<file path="config.mk">
export PLATFORM = sky130hd
export DESIGN_NAME = genius_msg_sequencer
export DESIGN_NICKNAME = d
export VERILOG_FILES = /design/src/rtl/genius_msg_pkg.sv /design/src/rtl/genius_msg_fifo.sv /design/src/rtl/genius_msg_sequencer.sv
export SDC_FILE = /design/constraint.sdc
export NUM_CORES = 1
export LEC_CHECK = 0
export ABC_CLOCK_PERIOD_IN_PS = 3300
export BUFFER_PORTS_ARGS = -buffer_cell sky130_fd_sc_hd__buf_2
export CORE_ASPECT_RATIO = 1.25
export CORE_MARGIN = 3
export CORE_UTILIZATION = 46
export CTS_BUF_LIST = sky130_fd_sc_hd__clkbuf_2
export DETAILED_ROUTE_END_ITERATION = 7
export PLACE_DENSITY = 0.68
export SYNTH_ARGS = -nofsm -noshare
export SYNTH_HDL_FRONTEND = slang
export SYNTH_SLANG_ARGS = --single-unit
</file>
<file path="constraint.sdc">
create_clock -name clk -period 3.3 [get_ports clk]
set_input_delay 0.495 -clock clk [delete_from_list [all_inputs] [get_ports clk]]
set_output_delay 0.495 -clock clk [all_outputs]
set_load 0.02 [all_outputs]
</file>
<file path="src/rtl/genius_msg_pkg.sv">
// Shared definitions for the Genius 7-segment message path: message codes
// understood by the decoder, the queued request entry and the sequencer states.
package genius_msg_pkg;

    localparam logic [3:0] MSG_OFF     = 4'd0;
    localparam logic [3:0] MSG_DIF1    = 4'd1;
    localparam logic [3:0] MSG_DIF2    = 4'd2;
    localparam logic [3:0] MSG_DIF3    = 4'd3;
    localparam logic [3:0] MSG_VEL1    = 4'd4;
    localparam logic [3:0] MSG_VEL2    = 4'd5;
    localparam logic [3:0] MSG_PC      = 4'd6;
    localparam logic [3:0] MSG_PVP     = 4'd7;
    localparam logic [3:0] MSG_ERRO    = 4'd8;
    localparam logic [3:0] MSG_SUSS    = 4'd9;
    localparam logic [3:0] MSG_DIGI    = 4'd10;
    localparam logic [3:0] MSG_RESP    = 4'd11;
    localparam logic [3:0] MSG_ALL     = 4'd12;
    localparam logic [3:0] MSG_BLANK   = 4'd13;
    localparam logic [3:0] MSG_CONT    = 4'd14;
    localparam logic [3:0] MSG_INVALID = 4'd15;

    localparam int MSG_ENTRY_W = 6;

    typedef enum logic [0:0] {
        ST_IDLE = 1'b0,
        ST_SHOW = 1'b1
    } seq_state_t;

    typedef struct packed {
        logic [3:0] code;
        logic       blink;
        logic       sticky;
    } msg_entry_t;

    // Map the one undefined code onto blank so the decoder never sees it.
    function automatic logic [3:0] msg_safe_code(input logic [3:0] code);
        logic [3:0] res;
        if (code == MSG_INVALID) begin
            res = MSG_BLANK;
        end else begin
            res = code;
        end
        return res;
    endfunction

endpackage

</file>
<file path="src/rtl/genius_msg_fifo.sv">
// Small synchronous show-ahead FIFO with occupancy output. A push into a full
// queue is taken only when a pop happens in the same cycle; clr wins over both.
module genius_msg_fifo #(
    parameter int WIDTH = 6,
    parameter int DEPTH = 4
) (
    input  logic                     clk,
    input  logic                     rst_n,
    input  logic                     clr,
    input  logic                     push,
    input  logic                     pop,
    input  logic [WIDTH-1:0]         wdata,
    output logic [WIDTH-1:0]         rdata,
    output logic                     full,
    output logic                     empty,
    output logic [$clog2(DEPTH):0]   level
);

    localparam int AW = $clog2(DEPTH);
    localparam logic [AW:0] LEVEL_FULL = (AW+1)'(DEPTH);

    logic [WIDTH-1:0] mem_r [DEPTH];
    logic [AW-1:0]    wr_ptr_r;
    logic [AW-1:0]    rd_ptr_r;
    logic [AW:0]      level_r;
    logic             do_push_s;
    logic             do_pop_s;

    assign empty     = (level_r == (AW+1)'(0));
    assign full      = (level_r == LEVEL_FULL);
    assign level     = level_r;
    assign rdata     = mem_r[rd_ptr_r];
    assign do_pop_s  = pop && !empty;
    assign do_push_s = push && (!full || do_pop_s);

    // Storage array: written on an accepted push, cleared on reset/clr.
    always_ff @(posedge clk or negedge rst_n) begin
        if (!rst_n) begin
            for (int i = 0; i < DEPTH; i++) begin
                mem_r[i] <= WIDTH'(0);
            end
        end else if (clr) begin
            for (int i = 0; i < DEPTH; i++) begin
                mem_r[i] <= WIDTH'(0);
            end
        end else if (do_push_s) begin
            mem_r[wr_ptr_r] <= wdata;
        end else begin
            mem_r[wr_ptr_r] <= mem_r[wr_ptr_r];
        end
    end

    // Read/write pointers and occupancy; push+pop together leaves level unchanged.
    always_ff @(posedge clk or negedge rst_n) begin
        if (!rst_n) begin
            wr_ptr_r <= AW'(0);
            rd_ptr_r <= AW'(0);
            level_r  <= (AW+1)'(0);
        end else if (clr) begin
            wr_ptr_r <= AW'(0);
            rd_ptr_r <= AW'(0);
            level_r  <= (AW+1)'(0);
        end else begin
            if (do_push_s) begin
                wr_ptr_r <= wr_ptr_r + AW'(1);
            end else begin
                wr_ptr_r <= wr_ptr_r;
            end
            if (do_pop_s) begin
                rd_ptr_r <= rd_ptr_r + AW'(1);
            end else begin
                rd_ptr_r <= rd_ptr_r;
            end
            case ({do_push_s, do_pop_s})
                2'b10:   level_r <= level_r + (AW+1)'(1);
                2'b01:   level_r <= level_r - (AW+1)'(1);
                default: level_r <= level_r;
            endcase
        end
    end

endmodule

</file>
<file path="src/rtl/genius_msg_sequencer.sv">
// Queues message requests from game control and shows each on the 7-segment
// decoder for HOLD_CYCLES, optionally blinking; falls back to the idle code or
// to the last sticky message when nothing is queued.
module genius_msg_sequencer
    import genius_msg_pkg::*;
#(
    parameter int         HOLD_CYCLES  = 50_000_000,
    parameter int         BLINK_CYCLES = 12_500_000,
    parameter int         FIFO_DEPTH   = 4,
    parameter logic [3:0] IDLE_CODE    = 4'd13
) (
    input  logic                          clk,
    input  logic                          rst_n,
    input  logic                          req_valid,
    output logic                          req_ready,
    input  logic [3:0]                    req_code,
    input  logic                          req_blink,
    input  logic                          req_sticky,
    input  logic                          flush,
    output logic [3:0]                    msg_code,
    output logic                          busy,
    output logic                          bad_code,
    output logic [$clog2(FIFO_DEPTH):0]   level
);

    localparam int HOLD_W  = (HOLD_CYCLES  > 1) ? $clog2(HOLD_CYCLES)  : 1;
    localparam int BLINK_W = (BLINK_CYCLES > 1) ? $clog2(BLINK_CYCLES) : 1;
    localparam logic [HOLD_W-1:0]  HOLD_LAST  = HOLD_W'(HOLD_CYCLES - 1);
    localparam logic [BLINK_W-1:0] BLINK_LAST = BLINK_W'(BLINK_CYCLES - 1);

    seq_state_t        state_r;
    seq_state_t        state_nxt_s;
    msg_entry_t        cur_r;
    msg_entry_t        fifo_wdata_s;
    msg_entry_t        fifo_rdata_s;
    logic [HOLD_W-1:0]  hold_cnt_r;
    logic [BLINK_W-1:0] blink_cnt_r;
    logic              phase_on_r;
    logic              sticky_valid_r;
    logic [3:0]        sticky_code_r;
    logic [3:0]        msg_code_r;
    logic              busy_r;
    logic              bad_code_r;
    logic [3:0]        msg_code_s;
    logic              handshake_s;
    logic              push_s;
    logic              pop_s;
    logic              sticky_set_s;
    logic              sticky_clr_s;
    logic              hold_done_s;
    logic              blink_done_s;
    logic              fifo_full_s;
    logic              fifo_empty_s;

    assign req_ready    = !fifo_full_s;
    assign handshake_s  = req_valid && req_ready;
    // Code 15 is handshaken but never enters the queue; flush drops any push.
    assign push_s       = handshake_s && !flush && (req_code != MSG_INVALID);
    assign fifo_wdata_s = '{code: req_code, blink: req_blink, sticky: req_sticky};
    assign hold_done_s  = (hold_cnt_r == HOLD_LAST);
    assign blink_done_s = (blink_cnt_r == BLINK_LAST);

    assign msg_code = msg_code_r;
    assign busy     = busy_r;
    assign bad_code = bad_code_r;

    genius_msg_fifo #(
        .WIDTH (MSG_ENTRY_W),
        .DEPTH (FIFO_DEPTH)
    ) u_fifo (
        .clk   (clk),
        .rst_n (rst_n),
        .clr   (flush),
        .push  (push_s),
        .pop   (pop_s),
        .wdata (fifo_wdata_s),
        .rdata (fifo_rdata_s),
        .full  (fifo_full_s),
        .empty (fifo_empty_s),
        .level (level)
    );

    // FSM state register.
    always_ff @(posedge clk or negedge rst_n) begin
        if (!rst_n) begin
            state_r <= ST_IDLE;
        end else begin
            state_r <= state_nxt_s;
        end
    end

    // FSM next state: leave IDLE on a queued entry, leave SHOW on an expired hold with nothing queued.
    always_comb begin
        state_nxt_s = state_r;
        if (flush) begin
            state_nxt_s = ST_IDLE;
        end else begin
            case (state_r)
                ST_IDLE: begin
                    if (!fifo_empty_s) begin
                        state_nxt_s = ST_SHOW;
                    end else begin
                        state_nxt_s = ST_IDLE;
                    end
                end
                ST_SHOW: begin
                    if (hold_done_s && fifo_empty_s) begin
                        state_nxt_s = ST_IDLE;
                    end else begin
                        state_nxt_s = ST_SHOW;
                    end
                end
                default: state_nxt_s = ST_IDLE;
            endcase
        end
    end

    // FSM outputs: pop requests, sticky updates and the code to present next cycle.
    always_comb begin
        pop_s        = 1'b0;
        sticky_set_s = 1'b0;
        sticky_clr_s = 1'b0;
        msg_code_s   = IDLE_CODE;
        case (state_r)
            ST_IDLE: begin
                if (sticky_valid_r) begin
                    msg_code_s = sticky_code_r;
                end else begin
                    msg_code_s = IDLE_CODE;
                end
                if (!fifo_empty_s && !flush) begin
                    pop_s = 1'b1;
                end else begin
                    pop_s = 1'b0;
                end
            end
            ST_SHOW: begin
                if (cur_r.blink && !phase_on_r) begin
                    msg_code_s = MSG_BLANK;
                end else begin
                    msg_code_s = cur_r.code;
                end
                if (hold_done_s && !flush) begin
                    pop_s        = !fifo_empty_s;
                    sticky_clr_s = !cur_r.sticky;
                    sticky_set_s = cur_r.sticky && fifo_empty_s;
                end else begin
                    pop_s        = 1'b0;
                    sticky_clr_s = 1'b0;
                    sticky_set_s = 1'b0;
                end
            end
            default: begin
                msg_code_s = IDLE_CODE;
                pop_s      = 1'b0;
            end
        endcase
    end

    // Current entry plus hold/blink timing; a pop restarts timing in the "on" phase.
    always_ff @(posedge clk or negedge rst_n) begin
        if (!rst_n) begin
            cur_r       <= '{code: 4'd0, blink: 1'b0, sticky: 1'b0};
            hold_cnt_r  <= HOLD_W'(0);
            blink_cnt_r <= BLINK_W'(0);
            phase_on_r  <= 1'b1;
        end else if (flush) begin
            cur_r       <= '{code: 4'd0, blink: 1'b0, sticky: 1'b0};
            hold_cnt_r  <= HOLD_W'(0);
            blink_cnt_r <= BLINK_W'(0);
            phase_on_r  <= 1'b1;
        end else if (pop_s) begin
            cur_r       <= fifo_rdata_s;
            hold_cnt_r  <= HOLD_W'(0);
            blink_cnt_r <= BLINK_W'(0);
            phase_on_r  <= 1'b1;
        end else if ((state_r == ST_SHOW) && !hold_done_s) begin
            cur_r      <= cur_r;
            hold_cnt_r <= hold_cnt_r + HOLD_W'(1);
            if (blink_done_s) begin
                blink_cnt_r <= BLINK_W'(0);
                phase_on_r  <= !phase_on_r;
            end else begin
                blink_cnt_r <= blink_cnt_r + BLINK_W'(1);
                phase_on_r  <= phase_on_r;
            end
        end else begin
            cur_r       <= cur_r;
            hold_cnt_r  <= HOLD_W'(0);
            blink_cnt_r <= BLINK_W'(0);
            phase_on_r  <= 1'b1;
        end
    end

    // Sticky message memory shown while IDLE.
    always_ff @(posedge clk or negedge rst_n) begin
        if (!rst_n) begin
            sticky_valid_r <= 1'b0;
            sticky_code_r  <= IDLE_CODE;
        end else if (flush) begin
            sticky_valid_r <= 1'b0;
            sticky_code_r  <= IDLE_CODE;
        end else if (sticky_set_s) begin
            sticky_valid_r <= 1'b1;
            sticky_code_r  <= cur_r.code;
        end else if (sticky_clr_s) begin
            sticky_valid_r <= 1'b0;
            sticky_code_r  <= sticky_code_r;
        end else begin
            sticky_valid_r <= sticky_valid_r;
            sticky_code_r  <= sticky_code_r;
        end
    end

    // Registered outputs to the decoder and status; flush forces idle immediately.
    always_ff @(posedge clk or negedge rst_n) begin
        if (!rst_n) begin
            msg_code_r <= IDLE_CODE;
            busy_r     <= 1'b0;
            bad_code_r <= 1'b0;
        end else if (flush) begin
            msg_code_r <= msg_safe_code(IDLE_CODE);
            busy_r     <= 1'b0;
            bad_code_r <= 1'b0;
        end else begin
            msg_code_r <= msg_safe_code(msg_code_s);
            busy_r     <= (state_r == ST_SHOW);
            bad_code_r <= handshake_s && (req_code == MSG_INVALID);
        end
    end

endmodule

</file>
# ---- Yosys cells after proc, flatten, opt, wreduce, memory -nomap -nowiden
# Cells that the tools add are included.
dict set report word_totals {
  regBits 100
  latch_bits 0
  mem_bits_rw 0
  rom_bits 0
  inputBits 10
  mem_count 0
}
dict set report classes {
  n_addsub 6
  multipliers 0
  div_mod_pow 0
  n_lt_le_gt_ge 3
  n_eq_ne 9
  n_shift 0
  muxes 54
  bitwise 3
  reduce_logical 27
}
# operator n
set op_table {}
lappend op_table {{two-way mux 24 bit} 6}
lappend op_table {{two-way mux 26 bit} 3}
lappend op_table {{bitwise mux 24 bit} 2}
lappend op_table {{two-way mux 6 bit} 7}
lappend op_table {{adder 26 x 1 -> 26 bit, second input constant} 1}
lappend op_table {{equality test 26 bit, second input constant} 1}
lappend op_table {{adder 24 x 1 -> 24 bit, second input constant} 1}
lappend op_table {{binary-select mux 6 bit (select 2 bit)} 2}
lappend op_table {{equality test 24 bit, second input constant} 1}
lappend op_table {{two-way mux 4 bit} 6}
lappend op_table {{two-way mux 1 bit} 18}
lappend op_table {{logical AND 1 bit} 13}
lappend op_table {{demux 6 bit (select 2 bit)} 1}
lappend op_table {{equality test 4 bit, second input constant} 2}
lappend op_table {{two-way mux 2 bit} 4}
lappend op_table {{case mux 4 bit (2 select lines)} 1}
lappend op_table {{nonzero test 2 bit} 4}
lappend op_table {{>= comparator 3 bit, second input constant} 2}
lappend op_table {{zero test 1 bit} 6}
lappend op_table {{inverter 2 -> 3 bit} 2}
lappend op_table {{case mux 3 bit (2 select lines)} 1}
lappend op_table {{nonzero test 3 bit} 2}
lappend op_table {{adder 2 x 1 -> 2 bit, second input constant} 2}
lappend op_table {{!= test 4 x 3 -> 1 bit, second input constant} 1}
lappend op_table {{other kinds (12)} 13}

# ---- Logic depth before layout (Yosys ltp)
# Gate-level depths: netlist of the first run.
dict set report logic_depth {
  word_depth 11
  mapped_depth 10
  depth_no_buf 9
}

# ---- Hierarchy
# A second synthesis of the first run with hierarchy kept.
dict set report unflattened {
  cells_unflattened 537
  hier_area_um2 5509.0
}
# module n_inst cells_per_inst area_per_inst_um2 seq_area_each_um2
set by_module_without_submodules {}
lappend by_module_without_submodules {genius_msg_sequencer 1 370 3613.5 1735.4}
lappend by_module_without_submodules {genius_msg_fifo 1 167 1895.6 775.7}

# ---- Worst setup path after synthesis of the first run
# Ideal clock, no wire load.
dict set report synth_timing {
  path_type {register to register}
  startpoint {register u_fifo.level_r[0] (netlist: u_fifo.level[0])}
  endpoint {register u_fifo.level_r[2] (netlist: u_fifo.level[2])}
  setup_ps 137
  t_arrival_ps 2632
  setup_slack_ps 530
  stages_incl_launch_ff 10
  synth_period_minus_slack_ps 2770
  path_cell_list {dfrtp_1 nor3_1 nor4_1 a21oi_1 buf_2 nor3_1 fa_1 or3_2 mux2i_1 a311oi_1}
}
dict set report synth_via {
  elab_chain_len 11
  word_cells_on_any_way 21
  classes_between {add/sub (2); eq/ne (3); mux (5); reduce/logical (11)}
}
# item line_no
set synth_rtl {}
lappend synth_rtl {{start, declared} genius_msg_fifo.sv:25} ;# logic [AW:0] level_r;
lappend synth_rtl {{start signal, assigned} genius_msg_fifo.sv:58} ;# level_r <= (AW+1)'(0);
lappend synth_rtl {{start signal, assigned} genius_msg_fifo.sv:62} ;# level_r <= (AW+1)'(0);
lappend synth_rtl {{start signal, assigned} genius_msg_fifo.sv:75} ;# 2'b10: level_r <= level_r + (AW+1)'(1);
lappend synth_rtl {{zero test 3 bit} genius_msg_fifo.sv:29} ;# assign empty = (level_r == (AW+1)'(0));
lappend synth_rtl {{zero test 1 bit} {genius_msg_fifo.sv:33, genius_msg_sequencer.sv:131, genius_msg_sequencer.sv:144}}
lappend synth_rtl {{logical AND 1 bit} genius_msg_sequencer.sv:131} ;# if (!fifo_empty_s && !flush) begin
lappend synth_rtl {{two-way mux 1 bit} genius_msg_sequencer.sv:131}
lappend synth_rtl {{case mux 1 bit (2 select lines)} genius_msg_sequencer.sv:124} ;# case (state_r)
lappend synth_rtl {{logical AND 1 bit} genius_msg_fifo.sv:33} ;# assign do_pop_s = pop && !empty;
lappend synth_rtl {{logical OR 1 bit} genius_msg_fifo.sv:34} ;# assign do_push_s = push && (!full || do_pop_s);
lappend synth_rtl {{logical AND 1 bit} genius_msg_fifo.sv:34}
lappend synth_rtl {{equality test 2 x 1 -> 1 bit / equality test 2 bit (equally long branches)} genius_msg_fifo.sv:74} ;# case ({do_push_s, do_pop_s})
lappend synth_rtl {{case mux 3 bit (2 select lines)} genius_msg_fifo.sv:74}
lappend synth_rtl {{two-way mux 3 bit} genius_msg_fifo.sv:59} ;# end else if (clr) begin
# Parallel ways exist; a longest one is shown, timed or not.
# A chain may end at the register's enable or synchronous reset.

# ---- Final worst setup path of the first run
# Ends and elaborated chain as after synthesis.

==> flow_metrics.tcl, run 1 <==
set metrics [dict create \
    routed_wirelength_um 9970 \
    drtAntennaViolNets 0 \
    worst_slew_pin_slew_ns 0.905 \
    pre_cts_ws_ns 0.792 \
    finalCriticalPeriod_ns 2.52 \
    grt_pass1_vias 3627 \
    whs_path_depth 4 \
    clock_latency_ns 0.57 \
    grt_start_max_net_pins 69 \
    gp_congestion 0.770 \
    numCtsBuffers 9 \
    grt_pass1_wl_um 17800 \
    dr.pass1.iters 4 \
    drtIter0Drc 181 \
    ys_seq_area_frac 0.493 \
    num_io_pins 20 \
    rows 42 \
    min_path_type "in -> reg" \
    drv_cap 0 \
    coreArea_um2 10700 \
    cts_buffer_depth 2 \
    grt_antenna_before_repair 0 \
    skew_ns 0.0384 \
    finalMaxSlewViolations 0 \
    ys.warnings.count 0 \
    grt.overflow.total 0 \
    cp.required_ns 3.76 \
    leakage_uw 0.00217 \
    cts.clk_slew.worst_paths_ns 0.25 \
    initial_core_util 0.475 \
    finalCritPeriodShare 0.764 \
    synth_edf_count 0 \
    synth-main-ff-cell "dfrtp_1" \
    synthesis.nets 512 \
    die_area_um2 12400 \
    vias_per_cell 5.62 \
    critPathMaxFanout 6 \
    critPathCaptureType "register" \
    htree_levels 3 \
    fin_ws_ns 0.779 \
    synth.distinct_cells 52 \
    rsz0062_at_grt "false" \
    netlist_area_um2 5100 \
    hold_violations 0 \
    grtUsageTotal 0.178 \
    clock-sinks 100 \
    status "complete, no violations" \
    die_h_um 124 \
    power_density_nw_per_um2 517 \
    drive_gt1_frac 0.140 \
    avgSynthCellArea_um2 10.3 \
    wl_per_cell_um 15.6 \
    async_flop_share 1.00 \
    dpl.hpwl_um 6920 \
    area_growth_pct 7.07 \
    finalSetupViolations 0 \
    start_kind "register" \
    ys_seq_elements 100 \
    critPathKind "reg -> reg" \
    tns_ns 0 \
    synthCells 495 \
    rr_worst_depth 8 \
    cts_tree "yes" \
    arrival_ns 2.98 \
    clock-root-buffer "clkbuf_2" \
    io_buffers 19 \
    drc 0 \
    ir_drop_mv 0.280 \
    slew_headroom 0.397 \
    fmax_mhz 397 \
    n_antenna_cell 0 \
    vias 3597 \
    fin_nets 520 \
    post_cts_resized 0 \
    die_w_um 100 \
]
[worst max-delay path: stages, from the launching register on]
cell	delay, ns
dfrtp_1	0.51
nor3_1	0.45
nor4_1	0.08
a21oi_1	0.21
nor3_1	0.08
fa_1	0.44
or3_2	0.46
mux2i_1	0.14
a311oi_1	0.06
[synthesized netlist by cell type, types with 2 or more instances]
cell type / instances / area share
mux2i_1: 16 / 0.031
a211oi_1: 24 / 0.035
xnor2_1: 34 / 0.058
dfstp_2: 7 / 0.036
nand3_1: 16 / 0.016
a21oi_1: 9 / 0.0088
nand2_1: 20 / 0.015
dfrtp_1: 93 / 0.46
o211ai_1: 2 / 0.0029
nand2b_1: 2 / 0.0025
clkbuf_1: 16 / 0.012
and4_1: 8 / 0.014
nor2b_1: 5 / 0.0061
a311oi_1: 2 / 0.0034
ha_1: 6 / 0.015
mux4_2: 12 / 0.053
nand4_1: 12 / 0.015
nor3b_1: 2 / 0.0029
or3_1: 6 / 0.0074
xor2_1: 13 / 0.022
nor4_1: 9 / 0.011
inv_1: 20 / 0.015
buf_2: 10 / 0.0098
nor3_1: 14 / 0.014
o21ai_0: 5 / 0.0049
nor2_1: 99 / 0.073
nor4b_1: 5 / 0.0086
or2_2: 4 / 0.0049
[cell families (layout without fill, tap and decap cells)]
| group | after synthesis | after routing | synth area share |
|---|---|---|---|
| xor+xnor | 47 | 47 | 0.0808 |
| fa+ha+maj | 7 | 7 | 0.0187 |
| simple gates | 216 | 216 | 0.216 |
| mux | 29 | 29 | 0.0867 |
| flops | 100 | 100 | 0.493 |
| compound gates | 48 | 48 | 0.0658 |
| buf+inv | 48 | 61 | 0.0393 |
[layout by cell type, fill, tap and decap left out, types with 12 or more instances in the layout]
cell type  netlist  final
a211oi_1        24     24
buf_2           10     18
dfrtp_1         93     93
inv_1           20     20
mux2i_1         16     16
mux4_2          12     12
nand2_1         20     20
nand3_1         16     16
nand4_1         12     12
nor2_1          99     99
nor3_1          14     14
xnor2_1         34     34
xor2_1          13     13
[metrics by stage]
stage | hold slack, ns | cell area (um2) | total power, uW | util | std cells
CTS | 0.169 | 5460 | 2860 | 0.509 | 640
floorplan | 0.199 | 5100 | 1920 | - | 495
detailed placement | 0.476 | 5290 | 2110 | 0.493 | 623
finish | 0.203 | 5460 | 2820 | 0.509 | 640
global placement | 0.458 | 5290 | 2080 | 0.493 | 623
global route | 0.214 | 5460 | 2990 | 0.509 | 640
[per-layer routing]
layer,vias to the layer above,part of all wire,routed length (um),track usage
li1,1750,-,-,-
met1,1782,0.45,4480,0.234
met2,50,0.50,5000,0.298
met3,15,0.027,274,0.0241
met4,0,0.021,212,0.0750
met5,-,0,0,0
[layout make-up]
class	count	area, um2
clock buffer	10	50.0
clock inverter	6	111
fill	1020	5260
inverter	20	75.1
multi-input combinational	347	2400
sequential	100	2510
tap	132	165
timing repair buffer	25	145
[registers in the layout (all words and copies together) (netlist names)]
signal           count
state_r              1
busy                 1
blink_cnt_r         24
sticky_code_r        4
cur_r                6
u_fifo.mem_r        24
phase_on_r           1
u_fifo.wr_ptr_r      2
u_fifo.rd_ptr_r      2
hold_cnt_r          26
sticky_valid_r       1
bad_code             1
u_fifo.level         3
msg_code             4
[path summary, 6_finish.rpt]
path | start | to | slack (ns)
max reg2reg | u_fifo.level[0]$_DFFE_PN0P_ | u_fifo.level[2]$_DFFE_PN0P_ | 0.78
min reg2reg | blink_cnt_r[0]$_DFF_PN0_ | blink_cnt_r[0]$_DFF_PN0_ | 0.50
min | flush | bad_code$_DFF_PN0_ | 0.20
max | u_fifo.level[0]$_DFFE_PN0P_ | u_fifo.level[2]$_DFFE_PN0P_ | 0.78
min in group asynchronous | rst_n | busy$_DFF_PN0_ | 0.52
max in group asynchronous | rst_n | phase_on_r$_DFFE_PN1P_ | 1.92
[power breakdown]
group	total (uW)	switching [uW]	leakage [uW]	internal, uW
Combinational	639	369	0.000716	270
Clock	738	407	0.0000942	331
Sequential	1440	115	0.00136	1330
Total	2820	890	0.00217	1930
[repair_timing]
action                                 CTS  global route
endpoints found under the hold margin   42             0
setup buffers                            0             0
hold buffers                             1             0
Power figures use the tool's default switching activity.
==> inputs of run 2 (changes only) <==
--- a/config.mk
+++ b/config.mk
@@ -5,14 +5,15 @@
 export SDC_FILE = /design/constraint.sdc
 export NUM_CORES = 1
 export LEC_CHECK = 0
-export ABC_CLOCK_PERIOD_IN_PS = 3300
+export ABC_AREA = 1
+export ABC_CLOCK_PERIOD_IN_PS = 2250
 export BUFFER_PORTS_ARGS = -buffer_cell sky130_fd_sc_hd__buf_2
 export CORE_ASPECT_RATIO = 1.25
 export CORE_MARGIN = 3
 export CORE_UTILIZATION = 46
 export CTS_BUF_LIST = sky130_fd_sc_hd__clkbuf_2
 export DETAILED_ROUTE_END_ITERATION = 7
-export PLACE_DENSITY = 0.68
+export PLACE_DENSITY = 0.71
 export SYNTH_ARGS = -nofsm -noshare
 export SYNTH_HDL_FRONTEND = slang
 export SYNTH_SLANG_ARGS = --single-unit
==> constraint.sdc (replaced) <==
create_clock -name clk -period 2.25 [get_ports clk]
set_input_delay 0.3375 -clock clk [delete_from_list [all_inputs] [get_ports clk]]
set_output_delay 0.3375 -clock clk [all_outputs]
set_load 0.02 [all_outputs]
==> flow_metrics.tcl, run 2 <==
set metrics [dict create \
    status "complete, no violations" \
    skew_ns 0.0399 \
    area_growth_pct 7.13 \
    io_buffers 19 \
    clock_latency_ns 0.57 \
    synth.most_common_cell "nand2_1" \
    synth_top_area_cell "dfrtp_1" \
    avgSynthCellArea_um2 8.12 \
    critPathMaxFanout 5 \
    initial_core_util 0.475 \
    coreArea_um2 11200 \
    netlist_area_um2 5320 \
    hold_ws_ns 0.0390 \
    synthesis.nets 672 \
    dr.pass1.iters 5 \
    fin_nets 693 \
    drv_cap 0 \
    finalSetupViolations 0 \
    grt_pass1_wl_um 20900 \
    synth.distinct_cells 38 \
    yosys-top-cells-area "dfrtp_1 44%, nand2_1 6.7%, inv_1 5.5%" \
    vias 4537 \
    cp.required_ns 2.76 \
    hp-start "flush" \
    whs_path_depth 4 \
    hold_end "bad_code$_DFF_PN0_" \
    drive_gt1_frac 0.137 \
    total_power_uw 4080 \
    grtUsageTotal 0.201 \
    r2r-start "hold_cnt_r[0]$_DFF_PN0_" \
    worst_slew_pin_slew_ns 0.672 \
    dpl.hpwl_um 8970 \
    die_w_um 102 \
    drtIter0Drc 305 \
    fillers 1066 \
    ys_seq_elements 100 \
    slew_headroom 0.552 \
    cts_buffer_depth 2 \
    leakage_uw 0.00245 \
    grt_start_max_net_pins 79 \
    netlist.area_leader.share 0.438 \
    cts.clk_slew.worst_paths_ns 0.27 \
    hold_violations 0 \
    reg.largest.list "hold_cnt_r: 26 flops, blink_cnt_r: 24 flops, u_fifo.mem_r: 24 flops" \
    timing.reg2reg.setup_slack_ns 0.17 \
    finalCritPeriodShare 0.924 \
    final_common_cell "nand2_1" \
    wl_per_cell_um 15.0 \
    num_io_pins 20 \
    reg2reg_to "u_fifo.level[2]$_DFFE_PN0P_" \
    rsz0062_at_grt "false" \
    final_cell_area_um2 5700 \
    n_antenna_cell 0 \
    synthCells 655 \
    critPathCaptureType "register" \
    arrival_ns 2.59 \
    finalCriticalPeriod_ns 2.08 \
    rr_worst_depth 14 \
    fmax_mhz 481 \
    grt_antenna_before_repair 0 \
    yosys-top-cells-count "95 x nand2_1, 93 x dfrtp_1, 78 x inv_1" \
    clock-root-buffer "clkbuf_2" \
    start_kind "register" \
    clock-sinks 100 \
    rows 43 \
    tns_ns 0 \
    die_h_um 126 \
    synth_edf_count 0 \
    grt.overflow.total 0 \
    largest_reg_flops 26 \
    async_flop_share 1.00 \
    grt_pass1_vias 4550 \
    numCtsBuffers 9 \
    gp_congestion 0.962 \
    htree_levels 3 \
    power_density_nw_per_um2 716 \
    ir_drop_mv 0.379 \
    routed_wirelength_um 12200 \
    vias_per_cell 5.56 \
    regMostFlops "hold_cnt_r" \
    ys_seq_area_frac 0.472 \
    die_area_um2 12900 \
    place_area_um2 5570 \
    cts_tree "yes" \
    drc 0 \
    ys.warnings.count 0 \
    layout_common_cells "95 x nand2_1, 93 x dfrtp_1, 78 x inv_1" \
    synth-main-ff-cell "dfrtp_1" \
    critPathKind "reg -> reg" \
    finalMaxSlewViolations 0 \
    min_path_type "in -> reg" \
    drtAntennaViolNets 0 \
]
run 2: report_power, final:
group          switching (uW)  leakage (uW)  total (uW)  internal [uW]
clock network             582     0.0000717         841            260
logic                     728       0.00102        1070            345
registers                 190       0.00136        2170           1970
run 2: critical path, cell delays in order (launching register included):
cell and delay [ns]:
dfrtp_1 0.47, ha_2 0.21, nand3_2 0.08, inv_1 0.04
nand2_1 0.04, nor2_1 0.04, nand2_2 0.10, nand2_2 0.08
nand3_4 0.09, inv_1 0.06, fa_1 0.37, xor2_1 0.17
nand4_1 0.11, nand4_1 0.10, nand2_1 0.06
run 2: worst max-delay path by stage:
stage	from	to	slack [ns]
6_report	hold_cnt_r[0]$_DFF_PN0_	u_fifo.level[2]$_DFFE_PN0P_	0.17
5_1_grt	hold_cnt_r[21]$_DFF_PN0_	u_fifo.level[2]$_DFFE_PN0P_	0.008
4_1_cts	hold_cnt_r[0]$_DFF_PN0_	u_fifo.level[2]$_DFFE_PN0P_	0.09
3_5_place_dp	hold_cnt_r[0]$_DFF_PN0_	u_fifo.level[2]$_DFFE_PN0P_	0.12
3_3_place_gp	hold_cnt_r[0]$_DFF_PN0_	u_fifo.level[2]$_DFFE_PN0P_	0.18
2_1_floorplan	hold_cnt_r[0]$_DFF_PN0_	u_fifo.level[2]$_DFFE_PN0P_	0.10
run 2: final cells by class:
type	instances	area (um2)	area share
Inverter	86	324	0.0569
Sequential cell	100	2510	0.441
Multi-Input combinational cell	450	2400	0.421
Clock inverter	5	52.6	0.00923
Clock buffer	11	55.1	0.00967
Tap cell	135	169	0.0297
Timing Repair Buffer	29	188	0.0330
run 2: timing repair:
action,CTS,global route
setup buffers,0,1
setup endpoints to repair,0,1
hold buffers,1,0
endpoints found under the hold margin,33,0
gates resized for setup,0,1
run 2: kinds of logic after synthesis:
family                   count (synthesis)  synth area share
AO/OA/AOI/OAI                          122             0.125
XOR/XNOR                                27            0.0445
adder cells (fa/ha/maj)                  7            0.0179
buffers and inverters                  105            0.0774
flip-flops                             100             0.472
AND/OR/NAND/NOR                        294             0.263
run 2: metrics by stage:
stage | setup WS [ns] | util | std cells
final | 0.171 | 0.509 | 816
after global routing | 0.00827 | 0.509 | 816
after CTS | 0.0924 | 0.508 | 815
after detailed placement | 0.122 | 0.498 | 798
after global placement | 0.183 | 0.498 | 798
after floorplan | 0.100 | - | 655
run 2: layer usage:
metal,routed length [um],global-route usage
met2,6210,0.336
met3,471,0.0332
met5,0,0
met4,392,0.0919
met1,5170,0.250
==> inputs of run 3 (changes only) <==
--- a/config.mk
+++ b/config.mk
@@ -14,6 +14,7 @@
 export CTS_BUF_LIST = sky130_fd_sc_hd__clkbuf_2
 export DETAILED_ROUTE_END_ITERATION = 7
 export PLACE_DENSITY = 0.71
+export RECOVER_POWER = 50
 export SYNTH_ARGS = -nofsm -noshare
 export SYNTH_HDL_FRONTEND = slang
 export SYNTH_SLANG_ARGS = --single-unit
==> flow_metrics.tcl, run 3 (synthesis results as in run 2) <==
set metrics [dict create \
    status "complete, no violations" \
    io_buffers 19 \
    clock-root-buffer "clkbuf_2" \
    fin_ws_ns 0.176 \
    min_path_type "in -> reg" \
    finalMaxSlewViolations 0 \
    clock-sinks 100 \
    arrival_ns 2.59 \
    reg.largest.list "hold_cnt_r: 26 flops, blink_cnt_r: 24 flops, u_fifo.mem_r: 24 flops" \
    wl_per_cell_um 15.0 \
    drtIter0Drc 324 \
    timing.reg2reg.setup_slack_ns 0.18 \
    ir_drop_mv 0.378 \
    hp-start "flush" \
    finalCriticalPeriod_ns 2.07 \
    drtAntennaViolNets 0 \
    cts_tree "yes" \
    vias_per_cell 5.56 \
    fmax_mhz 482 \
    cts_buffer_depth 2 \
    largest_reg_flops 26 \
    initial_core_util 0.475 \
    die_h_um 126 \
    r2r-start "hold_cnt_r[0]$_DFF_PN0_" \
    fin_nets 693 \
    leakage_uw 0.00244 \
    drive_gt1_frac 0.135 \
    worst_slew_pin_slew_ns 1.31 \
    regMostFlops "hold_cnt_r" \
    die_area_um2 12900 \
    startpoint "hold_cnt_r[0]$_DFF_PN0_" \
    power_density_nw_per_um2 717 \
    vias 4538 \
    die_w_um 102 \
    grtUsageTotal 0.201 \
    htree_levels 3 \
    tns_ns 0 \
    skew_ns 0.0427 \
    area_growth_pct 6.90 \
    crit_chain "ha_2 -> nand3_2 -> inv_1 -> nand2_1 -> nor2_1 -> nand2_2 -> nand2_2 -> nand3_4 -> inv_1 -> fa_1 -> xor2_1 -> nand4_1 -> nand4_1 -> nand2_1" \
    start_kind "register" \
    critPathKind "reg -> reg" \
    placed_cells 798 \
    layout_common_cells "95 x nand2_1, 93 x dfrtp_1, 78 x inv_1" \
    critPathCaptureType "register" \
    rsz0062_at_grt "false" \
    grt_start_max_net_pins 79 \
    fillers 1068 \
    drc 0 \
    pre_cts_ws_ns 0.122 \
    coreArea_um2 11200 \
    dr.pass1.iters 5 \
    rows 43 \
    num_io_pins 20 \
    fin_cells 816 \
    gp_congestion 0.962 \
    dpl.hpwl_um 8970 \
    finalCritPeriodShare 0.922 \
    cts.clk_slew.worst_paths_ns 0.27 \
    routed_wirelength_um 12200 \
    finalSetupViolations 0 \
    grt_antenna_before_repair 0 \
    numCtsBuffers 9 \
    hold_violations 0 \
    cp_slowest_cell "dfrtp_1" \
    slew_headroom 0.130 \
    fin_util 0.508 \
    grt_pass1_vias 4550 \
    grt_pass1_wl_um 20900 \
    critPathMaxFanout 5 \
    clock_latency_ns 0.57 \
    n_antenna_cell 0 \
    critPathMaxStageDelay_ns 0.47 \
    cp.required_ns 2.76 \
    final_common_cell "nand2_1" \
    drv_cap 0 \
    grt.overflow.total 0 \
]
==> run 3: power by group <==
group	internal [uW]	switching, uW	total (uW)	leakage [uW]
clock	260	581	841	0.0000717
combinational	342	728	1070	0.00101
sequential	1970	189	2160	0.00136
==> run 3: path summary, 6_finish.rpt <==
| check | to | cells after the start |
|---|---|---|
| worst max-delay path | u_fifo.level[2]$_DFFE_PN0P_ | 14 |
| worst min-delay path | bad_code$_DFF_PN0_ | 4 |
| worst max register to register | u_fifo.level[2]$_DFFE_PN0P_ | 14 |
| worst min register to register | blink_cnt_r[0]$_DFF_PN0_ | 1 |
| max in group asynchronous | u_fifo.mem_r[9]$_DFFE_PN0P_ | 3 |
| min in group asynchronous | blink_cnt_r[0]$_DFF_PN0_ | 2 |
==> run 3: area by class of cell <==
| class | instances | area (um2) | area share |
|---|---|---|---|
| Sequential cell | 100 | 2510 | 0.442 |
| Multi-Input combinational cell | 450 | 2400 | 0.422 |
| Inverter | 86 | 324 | 0.0570 |
| Timing Repair Buffer | 29 | 175 | 0.0308 |
| Tap cell | 135 | 169 | 0.0297 |
| Clock buffer | 11 | 55.1 | 0.00969 |
| Clock inverter | 5 | 52.6 | 0.00925 |
==> run 3: repair_timing <==
action                                  in CTS  in global routing
hold endpoints to repair                    33                  0
setup buffers                                0                  1
resized for setup                            0                  1
hold buffers                                 1                  0
endpoints found under the setup margin       0                  1
==> run 3: stage by stage <==
step	cell area, um2	total power (uW)	hold WS [ns]
after floorplan	5320	2930	0.0419
after global placement	5570	3230	0.256
after detailed placement	5570	3260	0.258
after CTS	5690	4100	0.00446
after global routing	5680	4340	0.0407
final	5680	4080	0.0317
==> run 3: worst max-delay path, delay by kind of cell (launching register included) <==
kind                     cells  cell delay (ns)
XOR/XNOR                     1             0.17
adder cells (fa/ha/maj)      2             0.58
buffers and inverters        2             0.10
flip-flops                   1             0.47
AND/OR/NAND/NOR              9             0.70
==> run 3: per-layer routing <==
metal | up-vias | GRT usage | wire length [um]
met2 | 132 | 0.336 | 6190
met5 | - | 0 | 0
li1 | 2213 | - | -
met1 | 2158 | 0.250 | 5130
met4 | 0 | 0.0919 | 404
met3 | 35 | 0.0332 | 504
